### src/rtl/dmem_arb_pkg.sv
// Shared types and constants for the data-memory arbiter.
// Strobe codes match the encodings understood by data_mem.
package dmem_arb_pkg;

   typedef enum logic {
      S_SHARED = 1'b0,
      S_LOCK   = 1'b1
   } arb_state_e;

   localparam logic [3:0] STRB_B  = 4'b0001;
   localparam logic [3:0] STRB_H  = 4'b0011;
   localparam logic [3:0] STRB_W  = 4'b1111;
   localparam logic [3:0] STRB_BU = 4'b1001;
   localparam logic [3:0] STRB_HU = 4'b1011;

endpackage

### src/rtl/dmem_arbiter.sv
// Arbitrates the single-port data_mem between the core and the DMA/debug port.
// Core has priority; DMA gets a starvation guarantee and optional bounded lock bursts.
module dmem_arbiter
   import dmem_arb_pkg::*;
#(
   parameter int AW         = 32,
   parameter int DW         = 32,
   parameter int STARVE_MAX = 4,
   parameter int LOCK_MAX   = 8
) (
   input  logic          clk,
   input  logic          rst,
   input  logic          core_req,
   input  logic          core_we,
   input  logic [AW-1:0] core_addr,
   input  logic [DW-1:0] core_wdata,
   input  logic [3:0]    core_wstrb,
   input  logic [3:0]    core_lstrb,
   output logic          core_gnt,
   output logic          core_rvalid,
   output logic [DW-1:0] core_rdata,
   input  logic          dma_req,
   input  logic          dma_we,
   input  logic          dma_lock,
   input  logic [AW-1:0] dma_addr,
   input  logic [DW-1:0] dma_wdata,
   input  logic [3:0]    dma_wstrb,
   input  logic [3:0]    dma_lstrb,
   output logic          dma_gnt,
   output logic          dma_rvalid,
   output logic [DW-1:0] dma_rdata,
   output logic [AW-1:0] mem_addr,
   output logic [DW-1:0] mem_wdata,
   output logic          mem_we,
   output logic [3:0]    mem_wstrb,
   output logic [3:0]    mem_wstrb_load,
   input  logic [DW-1:0] mem_rdata
);

   localparam int SW = $clog2(STARVE_MAX + 1);
   localparam int LW = $clog2(LOCK_MAX + 1);
   localparam logic [SW-1:0] STARVE_TOP = SW'(STARVE_MAX);
   localparam logic [LW-1:0] LOCK_TOP   = LW'(LOCK_MAX);

   arb_state_e    state, state_nxt;
   logic [SW-1:0] starve_cnt, starve_nxt;
   logic [LW-1:0] lock_cnt, lock_nxt;
   logic          starve_full, lock_full, lock_hold;

   always_comb begin
      starve_full = (starve_cnt == STARVE_TOP);
      lock_full   = (lock_cnt == LOCK_TOP);
      lock_hold   = (state == S_LOCK) && dma_req && dma_lock && !lock_full;
      core_gnt    = 1'b0;
      dma_gnt     = 1'b0;
      state_nxt   = state;
      starve_nxt  = starve_cnt;
      lock_nxt    = lock_cnt;
      if (lock_hold) begin
         dma_gnt    = 1'b1;
         lock_nxt   = lock_cnt + LW'(1);
         starve_nxt = '0;
      end else begin
         // Shared arbitration also decides the cycle that leaves a lock burst.
         if (dma_req && starve_full) dma_gnt = 1'b1;
         else if (core_req)          core_gnt = 1'b1;
         else if (dma_req)           dma_gnt = 1'b1;
         if (dma_gnt && dma_lock) begin
            state_nxt = S_LOCK;
            lock_nxt  = LW'(1);
         end else begin
            state_nxt = S_SHARED;
            lock_nxt  = '0;
         end
         // A forced burst end restarts the starvation window so the core gets its turn.
         if (dma_gnt || !dma_req || (state == S_LOCK && lock_full)) starve_nxt = '0;
         else if (!starve_full)                                    starve_nxt = starve_cnt + SW'(1);
      end
      if (rst) begin
         core_gnt = 1'b0;
         dma_gnt  = 1'b0;
      end
   end

   always_comb begin
      mem_addr       = '0;
      mem_wdata      = '0;
      mem_we         = 1'b0;
      mem_wstrb      = '0;
      mem_wstrb_load = '0;
      if (core_gnt) begin
         mem_addr       = core_addr;
         mem_wdata      = core_wdata;
         mem_we         = core_we;
         mem_wstrb      = core_wstrb;
         mem_wstrb_load = core_lstrb;
      end else if (dma_gnt) begin
         mem_addr       = dma_addr;
         mem_wdata      = dma_wdata;
         mem_we         = dma_we;
         mem_wstrb      = dma_wstrb;
         mem_wstrb_load = dma_lstrb;
      end
   end

   // Stage boundary: arbitration state and registered read response
   always_ff @(posedge clk) begin
      if (rst) begin
         state       <= S_SHARED;
         starve_cnt  <= '0;
         lock_cnt    <= '0;
         core_rvalid <= 1'b0;
         dma_rvalid  <= 1'b0;
         core_rdata  <= '0;
         dma_rdata   <= '0;
      end else begin
         state       <= state_nxt;
         starve_cnt  <= starve_nxt;
         lock_cnt    <= lock_nxt;
         core_rvalid <= core_gnt && !core_we;
         dma_rvalid  <= dma_gnt && !dma_we;
         if (core_gnt && !core_we) core_rdata <= mem_rdata;
         if (dma_gnt && !dma_we)   dma_rdata  <= mem_rdata;
      end
   end

endmodule

### config.mk
export PLATFORM = sky130hd
export DESIGN_NAME = dmem_arbiter
export DESIGN_NICKNAME = d
export VERILOG_FILES = /design/src/rtl/dmem_arb_pkg.sv /design/src/rtl/dmem_arbiter.sv
export SDC_FILE = /design/constraint.sdc
export NUM_CORES = 1
export LEC_CHECK = 0
export CORE_AREA = 5 5 123 125
export DETAILED_ROUTE_END_ITERATION = 10
export DIE_AREA = 0 0 128 130
export GPL_TIMING_DRIVEN = 0
export PLACE_DENSITY_LB_ADDON = 0.08
export SLEW_MARGIN = 20
export SYNTH_ARGS = -nofsm -noshare
export SYNTH_HDL_FRONTEND = slang
export SYNTH_SLANG_ARGS = --single-unit
export TNS_END_PERCENT = 20
### constraint.sdc
create_clock -name clk -period 2.6 [get_ports clk]
set_clock_uncertainty 0.15 [all_clocks]
set_input_delay 0.52 -clock clk [delete_from_list [all_inputs] [get_ports clk]]
set_output_delay 0.52 -clock clk [all_outputs]
set_load 0.02 [all_outputs]
# == After elaboration in Yosys (flattened, before gate mapping) ==
# Index checks and enable logic that the tools add are counted.
# totals
elab_cells,49
output_inout_bits,141
register_bits,74
input_bits,183
# classes
n_mux,23
reduce_logical,15
addsub,2
eq_ne,2
# op_table
operator,n
$mux 32,4
$mux 4,5
$mux 1,14
$logic_and 1x1->1,8
$add 4x1->4 const B,1
$eq 4x4->1 const B,1
$logic_not 1->1,4
$add 3x1->3 const B,1
$eq 3x3->1 const B,1
$reduce_or 3->1,1
$logic_or 1x1->1,2

# == Depth between registers and ports, before layout ==
# logic_depth
ltp_word,8
mapped_depth,8
ltp_nobuf,7

# == Least setup slack after synthesis ==
# No wires, ideal clock.
# synth_timing
path_kind,register -> output
from,register starve_cnt[0]
to,output mem_addr[0]
path_buffers,2
path_slack_ns,0.242
stages_incl_launch_ff,9
required_ns,1.930
t_arrival_ns,1.688
cell_sequence,dfxtp_1 -> inv_1 -> ha_1 -> a21bo_1 -> a22oi_4 -> inv_2 -> buf_6 -> buf_6 -> a22o_1
# synth_via
elab_chain_cells,8
word_cells_on_any_way,11
cone_classes,1 x eq/ne; 9 x mux; 1 x reduce/logical
# synth_rtl
element,line,rtl
start: declaration,dmem_arbiter.sv:46,"logic [SW-1:0] starve_cnt, starve_nxt;"
start signal: assignment,dmem_arbiter.sv:118,starve_cnt <= starve_nxt;
$eq 3x3->1 (*),dmem_arbiter.sv:51,starve_full = (starve_cnt == STARVE_TOP);
$logic_and 1x1->1 (*),dmem_arbiter.sv:65,if (dma_req && starve_full) dma_gnt = 1'b1;
$mux 1,dmem_arbiter.sv:65,
$mux 1 (2 in a row),dmem_arbiter.sv:59,if (lock_hold) begin
$mux 1,dmem_arbiter.sv:79,if (rst) begin
$mux 32,dmem_arbiter.sv:97,end else if (dma_gnt) begin
$mux 32 (*),dmem_arbiter.sv:91,if (core_gnt) begin
end: declaration,dmem_arbiter.sv:32,"output logic [AW-1:0] mem_addr,"
# Every way passes the cells marked *; elsewhere a longest branch is shown, timed or not. The select of a mux whose other input is x is not followed.

# == Worst setup path after layout ==
# layout_timing
from,register lock_cnt[0]
to,output mem_wstrb_load[0]
# layout_via
elab_chain_cells,7
word_cells_on_any_way,9
cone_classes,1 x eq/ne; 6 x mux; 2 x reduce/logical
# layout_rtl
element,line,rtl
start: declaration,dmem_arbiter.sv:47,"logic [LW-1:0] lock_cnt, lock_nxt;"
start signal: assignment,dmem_arbiter.sv:119,lock_cnt <= lock_nxt;
$eq 4x4->1 (*),dmem_arbiter.sv:52,lock_full = (lock_cnt == LOCK_TOP);
$logic_not 1->1 (*),dmem_arbiter.sv:53,lock_hold = (state == S_LOCK) && dma_req && dma_lock && !lock_full;
$logic_and 1x1->1 (*),dmem_arbiter.sv:53,
$mux 1,dmem_arbiter.sv:59,
$mux 1,dmem_arbiter.sv:79,
$mux 4,dmem_arbiter.sv:97,
$mux 4 (*),dmem_arbiter.sv:91,
end: declaration,dmem_arbiter.sv:36,"output logic [3:0] mem_wstrb_load,"
# Every way passes the cells marked *; elsewhere a longest branch is shown, timed or not.

==> results.md <==
- Failing checks: setup timing
- Nets@finish: 967
- Yosys warning total: 0
- Dpl hpwl: 16.8 mm
- Port bufs: 322
- Core area: 13800 µm²
- Later-pin clock latency in the skew report: 0.33 ns
- Status: finished with violations
- Reg2Reg Depth: 10
- F_max: 369 MHz
- Final hold viol count: 0
- Clock buffer depth: 2
- Fillers: 1299
- Worst Hold Class: register to register
- Worst EP required: 1.93 ns
- Mapped Area: 3640 µm²
- Dpl ws: -0.984 ns
- Critical path peak fanout: 10
- First-pass GRT wire length: 30.1 mm
- Reg area: 1490 µm²
- Syn Inst Count: 428
- Post-route setup slack: -0.112 ns
- Max-Cap Viols: 0
- Die height: 130 µm
- EDFF count, synth: 0
- Period minus WS final: 2.71 ns
- Reg2Reg Setup Slack: 0.39 ns
- Slew headroom: 0.649
- P_int: 2.74 mW
- Fin util: 0.563
- I/O pin count: 324
- #FFs+latches synth: 74
- Area of the multi-input gates: 1960 µm²
- CTS root buffer: clkbuf_16
- Synth area leaders: dfxtp_1 (41%), a22o_1 (18%), a21oi_1 (8.9%)
- Maximum number of pins on one net before global-route repair: 14
- Routability-driven placement congestion ratio: 0.938
- Leak Pwr: 3.02 nW
- End of the worst register-to-register path: core_rdata[10]
- Arr. time, crit path: 2.04 ns
- Ys flop type: dfxtp_1
- H-Tree Depth: 3
- Sequential share of power: 0.322
- CTS tree: yes
- Layout cells sized above 1: 0.203
- Hold Crit Depth: 2
- Post-synthesis sequential area ratio: 0.407
- Worst setup SP type: register
- Pwr Density: 472 nW/µm²
- Syn nets: 615
- RSZ-0062 raised after global routing: yes
- DR vias/cell: 4.88
- Starting Density: 0.264
- Post-synthesis cell type count: 31
- Top-area cell type share of the netlist area: 0.407
- Gr usage total: 0.237
- Max-slew violation count: 0
- Clock slew at reported path FFs: 0.06 ns
- Setup violators final: 65
- Sw Pwr: 0.927 mW
- Syn Area/Cell: 8.50 µm²
- Remaining Overflow, GRT: 0
- Post-route DRC: 0
- DRT Wirelength: 21.0 mm
- VDD IR max: 0.000393 V
- Routed vias: 4712
- Kind of critical path: register to output port
- Clock power share: 0.417
- Sw Share: 0.253
- Vias in the first global route: 4882
- Endpoint, Worst Hold: core_rdata[18]
- Combinational Power Share: 0.261
- First-pass DRT Iterations: 4
- Area growth from synthesis to layout: 113%
- DIE WIDTH: 128 µm
- Initial antenna violation count: 1
- Drt wl/cell: 21.8 µm
- Asr flop ratio synth: 0
- Iteration-0 DRC Markers: 245
- Row count: 43
- Crit share post-route: 1.04
- Largest area contributor in the netlist: dfxtp_1
- Post-route ant nets: 0
- Hold Crit Start: core_rdata[18]
- Sink Count: 74
- CTS buffer count: 9
- Area of the die: 16600 µm²
- FF-to-FF Start: lock_cnt[0]
- Slew at the pin with the worst max-slew slack: 0.526 ns
- CP Capture Type: output port
layout by cell type (no fill, tap or decap), types with 8 or more instances in the layout:
master,Yosys,routed
buf_6,6,49
buf_2,14,36
a21oi_1,65,65
dfxtp_1,74,70
nand3b_1,33,33
nand2_1,70,70
buf_4,6,19
clkdlybuf4s50_1,0,243
clkbuf_1,15,14
clkbuf_16,0,9
buf_8,0,8
o21ai_0,33,33
a22o_1,73,70
flip-flops by register name, summed over array words and instances (netlist names):
signal and flops:
starve_cnt 3, lock_cnt 4, core_rvalid 1, state 1
dma_rdata 32, core_rdata 32, dma_rvalid 1
cell type report:
class | count | share of cell area
buffer | 41 | 0.0421
sequential | 74 | 0.192
clock buffer | 9 | 0.0290
timing repair buffer | 342 | 0.434
clock inverter | 6 | 0.0177
multi-input combinational | 305 | 0.252
antenna | 1 | 0.000323
tap | 180 | 0.0290
inverter | 7 | 0.00371
cell families (layout without fill, tap and decap cells):
family          count (synthesis)  in the layout  share of synthesized area
compound gates                177            177                      0.330
xor+xnor                        3              3                    0.00723
fa+ha+maj                       4              4                     0.0138
buf+inv                        49            405                     0.0743
flops                          74             74                      0.407
other cells                     0              1                          0
simple gates                  121            121                      0.167
worst max path at each step:
stage | startpoint | to | slack (ns)
3_5_place_dp | dma_req | mem_addr[29] | -0.98
3_3_place_gp | dma_req | mem_wdata[11] | -0.95
2_1_floorplan | starve_cnt[0] | mem_addr[0] | 0.24
5_1_grt | lock_cnt[0] | mem_addr[9] | -0.17
6_report | lock_cnt[0] | mem_wstrb_load[0] | -0.11
4_1_cts | starve_cnt[0] | mem_wdata[11] | -0.11
metrics by stage:
stage | setup TNS, ns | area (µm²) | instances | total power [mW] | hold slack [ns]
finish | -4.80 | 7750 | 965 | 3.66 | 0.303
global route | -9.12 | 7750 | 964 | 3.79 | 0.326
floorplan | 0 | 3640 | 428 | 1.54 | 0.324
CTS | -5.19 | 7680 | 962 | 3.68 | 0.305
global placement | -63.26 | 7090 | 930 | 2.11 | 0.293
detailed placement | -64.55 | 7090 | 930 | 2.11 | 0.298
repair_timing:
action | 4_1_cts | 5_1_grt
endpoints found under the hold margin | 0 | 0
pin swaps | 35 | 10
hold buffers | 0 | 0
resized for setup | 442 | 19
gates cloned | 4 | 0
buffers inserted | 14 | 2
endpoints found under the setup margin | 75 | 75
synth_stat cells (2+ instances only):
| library cell | count |
|---|---|
| inv_1 | 5 |
| nand2_1 | 70 |
| a21oi_1 | 65 |
| inv_2 | 2 |
| buf_4 | 6 |
| ha_1 | 4 |
| xnor2_1 | 2 |
| buf_6 | 6 |
| a22o_1 | 73 |
| o21ai_0 | 33 |
| clkbuf_1 | 15 |
| nand3_1 | 5 |
| nand3b_1 | 33 |
| buf_2 | 14 |
| nor2_1 | 6 |
| dfxtp_1 | 74 |
routing by layer:
metal,global-route usage,share of wire,vias to the layer above
met3,0.0679,0.076,28
met2,0.414,0.50,199
met5,0,0.00062,-
met1,0.280,0.40,2225
met4,0.0799,0.025,2
li1,-,-,2258
power groups by stage:
| stage | Clock [mW] | Combinational (mW) | Sequential, mW |
|---|---|---|---|
| final | 1.53 | 0.955 | 1.18 |
| after global routing | 1.61 | 1.00 | 1.18 |
| after CTS | 1.55 | 0.948 | 1.18 |
| after detailed placement | 0 | 0.907 | 1.21 |
| after global placement | 0 | 0.905 | 1.20 |
| after floorplan | 0 | 0.302 | 1.24 |
worst max-delay path, cell delays in order (launching register included):
cell and delay [ns]:
dfxtp_2 0.34, inv_2 0.04, ha_4 0.15, and3b_2 0.22
o211a_4 0.26, buf_12 0.16, buf_8 0.14, a22o_1 0.23
buf_2 0.16
No activity file was read; power rests on OpenSTA's default activity.
